==> src/rtl/dc_ipu_shr_pipeline_valid_chain.sv <==
// Valid/enable controller for a DEPTH-stage datapath pipeline with bubble collapsing and flush.
// Optional saturating stall counter: define DC_IPU_SHR_PIPE_STALL_CNT_EN.
module dc_ipu_shr_pipeline_valid_chain #(
   parameter int DEPTH       = 4,
   parameter int STALL_CNT_W = 16
) (
   input  logic                         clk,
   input  logic                         nreset,
   input  logic                         clr,
   input  logic                         in_valid,
   output logic                         in_ready,
   output logic                         out_valid,
   input  logic                         out_ready,
   output logic [DEPTH-1:0]             stage_en,
   output logic [DEPTH-1:0]             stage_valid,
   output logic [$clog2(DEPTH+1)-1:0]   occupancy
`ifdef DC_IPU_SHR_PIPE_STALL_CNT_EN
   ,
   output logic [STALL_CNT_W-1:0]       stall_cnt
`endif
);

   localparam int OCC_W = $clog2(DEPTH+1);

   logic [DEPTH-1:0] valid_q;
   logic [DEPTH-1:0] valid_d;
   logic [DEPTH-1:0] en;
   logic [DEPTH-1:0] load_src;
   logic [OCC_W-1:0] occ_sum;

   // A stage may load when it is empty or its contents move on this cycle.
   assign en[DEPTH-1] = !valid_q[DEPTH-1] | out_ready;

   genvar gi;
   generate
      for (gi = 0; gi < DEPTH - 1; gi++) begin : g_en_chain
         assign en[gi] = !valid_q[gi] | en[gi+1];
      end
   endgenerate

   assign in_ready = en[0] & !clr;

   generate
      for (gi = 0; gi < DEPTH; gi++) begin : g_stage
         if (gi == 0) begin : g_first
            assign load_src[gi] = in_valid & in_ready;
         end else begin : g_rest
            assign load_src[gi] = valid_q[gi-1];
         end
         assign valid_d[gi] = clr ? 1'b0 : (en[gi] ? load_src[gi] : valid_q[gi]);
      end
   endgenerate

   always_ff @(posedge clk or negedge nreset) begin
      if (!nreset) begin
         valid_q <= '0;
      end else begin
         valid_q <= valid_d;
      end
   end

   always_comb begin
      occ_sum = '0;
      for (int i = 0; i < DEPTH; i++) begin
         occ_sum = occ_sum + OCC_W'(valid_q[i]);
      end
   end

   assign stage_en    = en;
   assign stage_valid = valid_q;
   assign out_valid   = valid_q[DEPTH-1];
   assign occupancy   = occ_sum;

`ifdef DC_IPU_SHR_PIPE_STALL_CNT_EN
   logic [STALL_CNT_W-1:0] stall_cnt_q;
   logic [STALL_CNT_W-1:0] stall_cnt_d;

   // Flush wins over increment; the count sticks at all-ones.
   always_comb begin
      stall_cnt_d = stall_cnt_q;
      if (clr) begin
         stall_cnt_d = '0;
      end else if (out_valid && !out_ready && (stall_cnt_q != '1)) begin
         stall_cnt_d = stall_cnt_q + STALL_CNT_W'(1);
      end
   end

   always_ff @(posedge clk or negedge nreset) begin
      if (!nreset) begin
         stall_cnt_q <= '0;
      end else begin
         stall_cnt_q <= stall_cnt_d;
      end
   end

   assign stall_cnt = stall_cnt_q;
`endif

endmodule

==> config.mk <==
export PLATFORM = sky130hd
export DESIGN_NAME = dc_ipu_shr_pipeline_valid_chain
export DESIGN_NICKNAME = d
export VERILOG_FILES = /design/src/rtl/dc_ipu_shr_pipeline_valid_chain.sv
export SDC_FILE = /design/constraint.sdc
export NUM_CORES = 1
export LEC_CHECK = 0
export CAP_MARGIN = 15
export CORE_AREA = 2 2 39 41
export CTS_CLUSTER_DIAMETER = 100
export DETAILED_ROUTE_END_ITERATION = 6
export DIE_AREA = 0 0 41 43
export SLEW_MARGIN = 30
export SYNTH_ARGS = -nofsm -noshare
export SYNTH_HDL_FRONTEND = slang
export SYNTH_SLANG_ARGS = --single-unit
==> constraint.sdc <==
create_clock -name clk -period 1.8 [get_ports clk]
set_clock_uncertainty 0.05 [all_clocks]
set_input_delay 0.18 -clock clk [delete_from_list [all_inputs] [get_ports clk]]
set_output_delay 0.18 -clock clk [all_outputs]
set_load 0.01 [all_outputs]
==> metrics.md <==
| Metric | Value |
|---|---|
| H-tree depth | `1` |
| Antenna-violating nets left | `0` |
| Core box area | `0.00138 mm2` |
| Clock root cell | `clkbuf_4` |
| Mapped Area | `246 um2` |
| Core Util, Final | `37.6%` |
| Synth cell types | `13` |
| Ratio of cells with drive above 1 in the final layout | `40.4%` |
| Synth Area per Inst | `11.2 um2` |
| # DRC | `0` |
| Final period util | `102%` |
| Overall Global Routing Usage | `under 10%` |
| Critical path startpoint | `stage_valid[0]` |
| Most frequent cells in the layout | `clkdlybuf4s50_1 (10), buf_4 (6), a21oi_1 (4), dfrtp_1 (4)` |
| PwrDens | `515 mW/mm2` |
| Num CTS Buffers | `3` |
| Hold_buf cts | `0` |
| Die Ht | `43 um` |
| Die area | `~0.0018 mm2` |
| Max Slew Vio Count | `0` |
| Finish-stage setup viols | `1` |
| Crit. End Element | `output port` |
| Final worst slack | `-0.0310 ns` |
| Longest Clk Path Bufs | `2` |
| Reg clk slew, reported paths | `approximately 0.040 ns` |
| Largest net degree at the start of global routing | `6` |
| DR pass1 iterations | `2` |
| Grt total ovfl | `0` |
| DR iter-0 viols | `2` |
| Final Hold Fails | `0` |
| HP Class | `input pin to async pin` |
| Die W | `41 um` |
| Vias per cell | `3.94` |
| Post-route minimum period | `1.83 ns` |
| Postcts setup bufs | `0` |
| Crit start category | `flop` |
| Accumulated negative setup slack | `-0.0310 ns` |
| Leak Pwr | `0.000219 uW` |
| Worst r2r src | `stage_valid[1]` |
| Port Buffer Count | `17` |
| Initial Utilization | `17.8%` |
| Hold Slack | `0.0955 ns` |
| Required @ worst endpoint | `1.57 ns` |
| Diode count | `0` |
| Worst skew pair latency | `about 0.23 ns` |
| Synth area leaders | `dfrtp_1 (41%), ha_1 (10%), o31ai_4 (8.6%), a21oi_1 (8.1%), fa_1 (8.1%)` |
| Initial antenna violation count | `0` |
| Post-synth top area cell | `dfrtp_1` |
| GP Congestion | `0.623` |
| Clock Sinks | `4` |
| Synth Net Count | `30` |
| Failing checks | `setup timing` |
| Top Ports | `18` |
| Arr. time, crit path | `1.60 ns` |
| HPWL after detailed placement | `509 um` |
| Synth top area share | `40.6%` |
| RSZ-0062 raised after global routing | `true` |
| WL/cell | `10.6 um` |
| Critical Path Fanout Max | `2` |
| Status | `finished, violations left` |
| Sequential share of the synthesized area | `40.6%` |
| Rows | `14` |
| Peak VDD IR | `between 0.0002 and 0.0003 V` |
| Vias in the first global route | `250` |
| Slew of the pin with the lowest slew margin | `~0.18 ns` |
| Cells after Synth | `22` |
| Reg2reg setup slack | `around 0.54 ns` |
| Max Cap Viol | `0` |
| Nets@finish | `57` |
| FILL cells | `143` |
| WS Path Type | `flop to output port` |
| First-pass GRT wire length | `945 um` |
| CTS tree | `done` |
| Vias | `248` |
| Highest clock rate | `546 MHz` |
| Final wirelength | `~670 um` |
| Number of flip-flops in the largest register | `4` |
| Synthesis-to-layout area growth | `111%` |
| Most common cell after layout, fill and taps aside | `clkdlybuf4s50_1` |
| Rel. slew slack | `88.1%` |
| #FFs+latches synth | `4` |
| Warnings, synthesis | `0` |
==> path summary, 6_finish.rpt <==
path | cells past startpoint | to
hold reg to reg | 3 | stage_valid[3]
setup / recovery | 4 | occupancy[1]
max in group asynchronous | 1 | stage_valid[0]
setup reg to reg | 5 | stage_valid[0]
min in group clk | 3 | stage_valid[0]
hold / removal | 1 | stage_valid[2]
==> Yosys cell counts <==
| cell | instances |
|---|---|
| ha_1 | 2 |
| nand2_1 | 1 |
| nand3b_1 | 1 |
| a21oi_1 | 4 |
| dfrtp_1 | 4 |
| inv_1 | 3 |
| inv_2 | 1 |
| o31ai_4 | 1 |
| buf_4 | 1 |
| or2b_2 | 1 |
| fa_1 | 1 |
| nand2b_1 | 1 |
| and4b_2 | 1 |
==> timing repair <==
action / 4_1_cts / 5_1_grt
gates resized for setup: 17 / 4
gates cloned: 0 / 0
setup endpoints to repair: 6 / 4
pin swaps: 1 / 1
==> routing by layer <==
metal | vias to the layer above | GRT usage [%] | share of wire [%]
met5 | - | 0 | 0
met4 | 0 | 6.00 | 0.60
met3 | 2 | 4.71 | 6.2
met2 | 11 | 13.4 | 57
met1 | 110 | 8.52 | 36
li1 | 125 | - | -
==> critical path: stages, from the launching register on <==
cell and delay (ns):
dfrtp_1 0.40, ha_4 0.25, fa_2 0.35, ha_4 0.28, buf_6 0.09
==> per-stage QoR <==
| step | setup slack [ns] | power (uW) | instance area [um2] | instances |
|---|---|---|---|---|
| 6_report | -0.0310 | 268 | 520 | 63 |
| 5_1_grt | -0.0638 | 281 | 520 | 63 |
| 4_1_cts | -0.119 | 269 | 487 | 63 |
| 3_5_place_dp | -0.274 | 154 | 474 | 60 |
| 3_3_place_gp | -0.257 | 153 | 474 | 60 |
| 2_1_floorplan | 0.151 | 117 | 246 | 22 |
==> cells by family (layout without fill, tap and decap cells) <==
logic type	after synthesis	after routing	share of synthesized area, %
AOI/OAI and AO/OA	5	5	16.8
and+or+nand+nor	5	5	15.2
buffers and inverters	5	30	9.14
DFF	4	4	40.6
adders and majority gates	3	3	18.3
==> final cells by class <==
cell class	instances	area (um2)	area share (%)
inverter	4	15.0	2.88
tap	16	20.0	3.85
multi-input combinational	13	151	29.1
clock buffer	3	22.5	4.33
sequential	4	100	19.2
timing repair buffer	23	211	40.6
==> where the power goes <==
part | leakage [uW] | internal (uW) | switching (uW) | total, uW
logic | 0.000151 | 37.5 | 23.6 | 61.0
registers | 0.0000539 | 93.6 | 3.13 | 96.8
clock network | 0.0000138 | 74.5 | 35.8 | 110
total | 0.000219 | 206 | 62.5 | 268
Power figures use the tool's default switching activity.
